===== src/rtl/debounce_multi.sv =====
// N-channel debouncer: each channel publishes a level once its input has been stable for MAX_VAL clocks.
// Optional macro DEBOUNCE_SYNC_EN adds a 2-flop synchroniser in front of every channel.
module debounce_multi #(
    parameter int CHANNELS  = 4,
    parameter int MAX_VAL   = 20,
    parameter bit RESET_VAL = 1'b0
) (
    input  logic                clk_in,
    input  logic                rst_n_in,
    input  logic [CHANNELS-1:0] in,
    output logic [CHANNELS-1:0] r_out,
    output logic [CHANNELS-1:0] rise_out,
    output logic [CHANNELS-1:0] fall_out,
    output logic [CHANNELS-1:0] busy_out
);

    localparam int                  CW    = $clog2(MAX_VAL + 1);
    localparam logic [CW-1:0]       MAX_C = CW'(MAX_VAL);
    localparam logic [CW-1:0]       ONE_C = CW'(1);
    localparam logic [CW-1:0]       ZERO_C = CW'(0);
    localparam logic [CHANNELS-1:0] RST_V = {CHANNELS{RESET_VAL}};

    logic [CHANNELS-1:0] sample_s;
    logic [CHANNELS-1:0] hist_r;
    logic [CHANNELS-1:0] hist_next_s;
    logic [CHANNELS-1:0] accept_s;
    logic [CHANNELS-1:0] out_next_s;
    logic [CW-1:0]       cnt_r      [CHANNELS];
    logic [CW-1:0]       cnt_next_s [CHANNELS];

`ifdef DEBOUNCE_SYNC_EN
    logic [CHANNELS-1:0] sync1_r;
    logic [CHANNELS-1:0] sync2_r;

    // Two-flop synchroniser for asynchronous pins.
    always_ff @(posedge clk_in or negedge rst_n_in) begin
        if (!rst_n_in) begin
            sync1_r <= RST_V;
            sync2_r <= RST_V;
        end else begin
            sync1_r <= in;
            sync2_r <= sync1_r;
        end
    end

    assign sample_s = sync2_r;
`else
    assign sample_s = in;
`endif

    // Per-channel stability counter; a new level is accepted only with a saturated count.
    always_comb begin
        hist_next_s = hist_r;
        accept_s    = {CHANNELS{1'b0}};
        for (int i = 0; i < CHANNELS; i++) begin
            cnt_next_s[i] = cnt_r[i];
            if (sample_s[i] != hist_r[i]) begin
                cnt_next_s[i]  = ZERO_C;
                hist_next_s[i] = sample_s[i];
            end else if (cnt_r[i] != MAX_C) begin
                cnt_next_s[i] = cnt_r[i] + ONE_C;
            end else begin
                accept_s[i] = (sample_s[i] != r_out[i]);
            end
        end
    end

    assign out_next_s = (r_out & ~accept_s) | (sample_s & accept_s);

    // State and registered outputs; reset discards any partial count.
    always_ff @(posedge clk_in or negedge rst_n_in) begin
        if (!rst_n_in) begin
            for (int i = 0; i < CHANNELS; i++) begin
                cnt_r[i] <= ZERO_C;
            end
            hist_r   <= RST_V;
            r_out    <= RST_V;
            rise_out <= {CHANNELS{1'b0}};
            fall_out <= {CHANNELS{1'b0}};
        end else begin
            for (int i = 0; i < CHANNELS; i++) begin
                cnt_r[i] <= cnt_next_s[i];
            end
            hist_r   <= hist_next_s;
            r_out    <= out_next_s;
            rise_out <= accept_s & sample_s;
            fall_out <= accept_s & ~sample_s;
        end
    end

    // Busy is combinational from the counters so it drops the cycle the count saturates.
    always_comb begin
        busy_out = {CHANNELS{1'b1}};
        for (int i = 0; i < CHANNELS; i++) begin
            busy_out[i] = (cnt_r[i] != MAX_C);
        end
    end

endmodule

===== config.mk =====
export PLATFORM = sky130hd
export DESIGN_NAME = debounce_multi
export DESIGN_NICKNAME = d
export VERILOG_FILES = /design/src/rtl/debounce_multi.sv
export SDC_FILE = /design/constraint.sdc
export NUM_CORES = 1
export LEC_CHECK = 0
export CELL_PAD_IN_SITES_DETAIL_PLACEMENT = 2
export CELL_PAD_IN_SITES_GLOBAL_PLACEMENT = 2
export CORE_ASPECT_RATIO = 0.75
export CORE_MARGIN = 1
export CORE_UTILIZATION = 39
export CTS_CLUSTER_SIZE = 28
export DETAILED_ROUTE_END_ITERATION = 12
export PLACE_DENSITY_LB_ADDON = 0.08
export SYNTH_ARGS = -nofsm -noshare
export SYNTH_HDL_FRONTEND = slang
export SYNTH_SLANG_ARGS = --single-unit
export TNS_END_PERCENT = 50

===== constraint.sdc =====
create_clock -name clk_in -period 2.3 [get_ports clk_in]
set_input_delay 0.23 -clock clk_in [delete_from_list [all_inputs] [get_ports clk_in]]
set_output_delay 0.23 -clock clk_in [all_outputs]
set_load 0.02 [all_outputs]

# Yosys cells after proc, flatten, opt, wreduce, memory -nomap -nowiden
# Index checks and enable logic that the tools add are counted.
# totals
input_bits	6
reg_bits	36
wordCells	53
output_inout_bits	16
# classes
addsub	4
bitwise	6
reduce_logical	4
n_mux	16
eq_ne	12
# ops
op	n
two-way mux 5 bit	8
adder 5 x 1 -> 5 bit, second input constant	4
!= test 5 bit, second input constant	4
bitwise AND 4 bit	3
two-way mux 1 bit	8
!= test 1 bit	8
inverter 4 bit	2
nonzero test 2 bit	4
bitwise OR 4 bit	1

# Depth between registers and ports, before layout
# logic_depth
depth_word	6
depth_mapped	5

# Worst setup path after synthesis
# OpenSTA, ideal clock, no wires.
# synth_path
path_kind	reg2reg
startpoint	register cnt_r[5] in the netlist's numbering
endpoint	register cnt_r[6] in the netlist's numbering
path_stages_with_launch	6
path_slack_ns	1.069
t_required_ns	2.168
arrival_ns	1.099
period_less_slack_ns	1.231
setup_ns	0.132
cell_sequence	dfrtp_1 -> inv_1 -> ha_1 -> nand4b_4 -> mux2i_1 -> nor2_1
# synth_between
word_cells_on_any_way	5
classes_between	add/sub (1); eq/ne (1); mux (2); reduce/logical (1)
# synth_lines
element	line	source
start: declaration	28	logic [CW-1:0] cnt_r [CHANNELS];
start signal: indexed assignment	82	cnt_r[i] <= cnt_next_s[i];
!= test 5 bit	-	
net busy_out[2]	14	output logic [CHANNELS-1:0] busy_out
nonzero test 2 bit (no line)	-	
# The timed path passes the listed nets, and every way through them passes these cells. The select of a mux whose other input is x is not followed.
# A chain may end at the register's enable or synchronous reset.

# Worst setup path in the final report
# layout_path
startpoint	register cnt_r[15] in the netlist's numbering
endpoint	output busy_out[0]
# layout_between
elab_chain_len	1
# layout_lines
element	line	source
!= test 5 bit	95	busy_out[i] = (cnt_r[i] != MAX_C);
end: declaration	14	
# Every way passes these cells.

==> results.json <==
{
  "run_status": "completed",
  "seqPwrFrac": 0.504,
  "path_clk_slew_ps": 80,
  "multiInputGateArea_um2": 721,
  "path_depth": 4,
  "gp_congestion": 0.721,
  "power_density_nw_per_um2": 705,
  "hold_viol_final": 0,
  "syn_area_per_cell_um2": 12.2,
  "port_buffers": 21,
  "synth_area_um2": 1670,
  "synth_most_common_cell": "dfrtp_1",
  "worstSetupEndpoint": "busy_out[0]",
  "finClkSkew_ps": 3.99,
  "setup_viol": 0,
  "synth_area_leaders": "dfrtp_1 54%, ha_1 6.0%, nand4b_4 5.7%",
  "synth_seq_area_share": 0.541,
  "clockPowerShare": 0.380,
  "viasPerCell": 4.99,
  "rsz0062_at_grt": "no",
  "cts_tree": "yes",
  "core_um2": 4080,
  "layout.cells.non_filler": 218,
  "finalCoreUtilization": 0.502,
  "fmax_mhz": 486,
  "cts_setup_buffers": 0,
  "place_area_um2": 1940,
  "startpoint_type": "register",
  "drv_cap": 0,
  "reg2reg_to": "fall_out[2]",
  "fillCellCount": 404,
  "regArea_um2": 901,
  "num_rows": 20,
  "switchingPower_w": 0.000380,
  "worstMarginPinSlew_ps": 462,
  "cts.repair.resized": 0,
  "ys_warn_count": 0,
  "ant_nets": 0,
  "post-route-period-util": 0.894,
  "reg2reg_from": "cnt_r[5]",
  "hp-class": "in2async",
  "grt_pass1_wl_mm": 6.26,
  "route.detailed.drc": 0,
  "crit_start": "cnt_r[15]",
  "power.leakage_nw": 1.01,
  "drive_gt1_frac": 0.117,
  "cts-root-buf": "clkbuf_8",
  "worstPathCellList": "inv_1, ha_1, nand4b_4, clkdlybuf4s50_1",
  "avgRoutedWirePerCell_um": 16.1,
  "grt_max_degree": 37,
  "synth_top_area_frac": 0.541,
  "internal_power_w": 0.00106,
  "clockBufferDepth": 2,
  "vdd_ir_drop_max_mv": 0.283,
  "critPathMaxFanout": 9,
  "yosysUniqueCellTypes": 21,
  "grt_overflow": 0,
  "cp.required_ps": 2070,
  "setup_tns_ps": 0,
  "path_buf_inv": 2,
  "async_flop_share": 1.00,
  "nets": 176,
  "place_inst": 210,
  "antenna_found_initial": 0,
  "ctsHoldBuffers": 0,
  "grt.total_usage": 0.182,
  "hpwlAfterDp_mm": 2.40,
  "slew_headroom": 0.692,
  "crit_path_end_kind": "primary output",
  "diodes": 0,
  "switching_share": 0.263,
  "die_y_um": 58.6,
  "ios": 22,
  "syn_inst": 137,
  "synth_edf_count": 0,
  "grt_pass1_vias": 1265,
  "vias": 1088,
  "power_frac_comb": 0.116,
  "cts_made_buffers": 5,
  "slowest_delay_ps": 630,
  "drt_wl_total_mm": 3.50,
  "postLayoutCellArea_um2": 2050,
  "mappedNetlistNets": 151,
  "drv_slew": 0,
  "ys.flop_type": "dfrtp_1",
  "cts_num_sinks": 36,
  "r2r_setup_slack_ps": 980,
  "critPathKind": "reg2out",
  "initial_utilization": 0.409,
  "drtPass1Iterations": 2,
  "finalPower_w": 0.00144,
  "die_area_um2": 4540,
  "yosysTopAreaCell": "dfrtp_1",
  "fin_crit_ps": 2060,
  "reg2reg_depth": 4,
  "die_x_um": 77.5,
  "cpLargestDelayFamily": "buffers and inverters",
  "htree_levels": 2,
  "synthTopCellsByCount": "36 x dfrtp_1, 13 x nor2_1, 10 x xor2_1",
  "drt-initial-drc-count": 37,
  "synth-seq-cells": 36,
  "insertion_delay_ps": 280,
  "cpMaxStageDelayCell": "clkdlybuf4s50_1",
  "crit_arrival_ps": 1830,
  "syn2layout_area_growth_pct": 23.0
}
worst reg2reg max path, stage by stage, from the launching register on:
cell      delay, ps
dfrtp_1         430
inv_1            90
ha_1            210
nand4b_4        190
nor4b_2         310
per-layer routing:
metal | wire length [µm] | track usage
met3 | 110 | 0.0434
met5 | 0 | 0
met4 | 24 | 0.0701
met2 | 1770 | 0.298
met1 | 1600 | 0.236
placed cells by master, fill, tap and decap left out, types with 4 or more instances in the layout:
master	n
dfrtp_1	36
clkdlybuf4s50_1	21
nor2_1	13
xor2_1	10
inv_1	8
nand2_1	8
nand3_1	8
ha_1	8
xnor2_1	7
mux2i_1	5
clkbuf_8	5
nand4b_4	4
nor4b_2	4
nor3_1	4
a21oi_1	4
o21ai_0	4
o211ai_1	4
power groups by stage:
stage                     sequential [W]  combinational [W]  clock (W)
after floorplan                 0.000723           0.000117          0
after global placement          0.000731           0.000157          0
after detailed placement        0.000738           0.000170          0
after CTS                       0.000728           0.000175   0.000567
after global routing            0.000735           0.000193   0.000593
final                           0.000728           0.000168   0.000549
logic make-up (layout without fill, tap and decap cells):
logic type	count (synthesis)	in the layout	synth area share
AND/OR/NAND/NOR	44	44	0.193
flip-flops	36	36	0.541
multiplexers	5	5	0.0300
AO/OA/AOI/OAI	14	14	0.0503
XOR/XNOR	18	18	0.0991
buffers and inverters	12	38	0.0270
adder cells (fa/ha/maj)	8	8	0.0601
stage by stage:
| step | hold slack (ps) | worst slack (ps) |
|---|---|---|
| final | 368 | 244 |
| after global routing | 415 | 131 |
| after CTS | 384 | 221 |
| after detailed placement | 510 | 553 |
| after global placement | 480 | 600 |
| after floorplan | -65.6 | 1070 |
cell type report:
cell class / instances / share of cell area
flip-flops and latches: 36 / 0.440
repair buffers: 22 / 0.106
inverters: 8 / 0.0147
well taps: 55 / 0.0336
multi-input cells: 89 / 0.352
clock buffers: 5 / 0.0336
clock inverters: 3 / 0.0208
worst min-delay path by stage:
stage,end,from,depth (start not counted)
finish,fall_out[2],rst_n_in,2
detailed placement,fall_out[1],hist_r[1],1
CTS,fall_out[2],rst_n_in,2
global placement,rise_out[2],register,1
global route,fall_out[2],rst_n_in,2
floorplan,asynchronous set/reset pin,rst_n_in,0
Note: power is estimated with default switching activity, not from simulation.
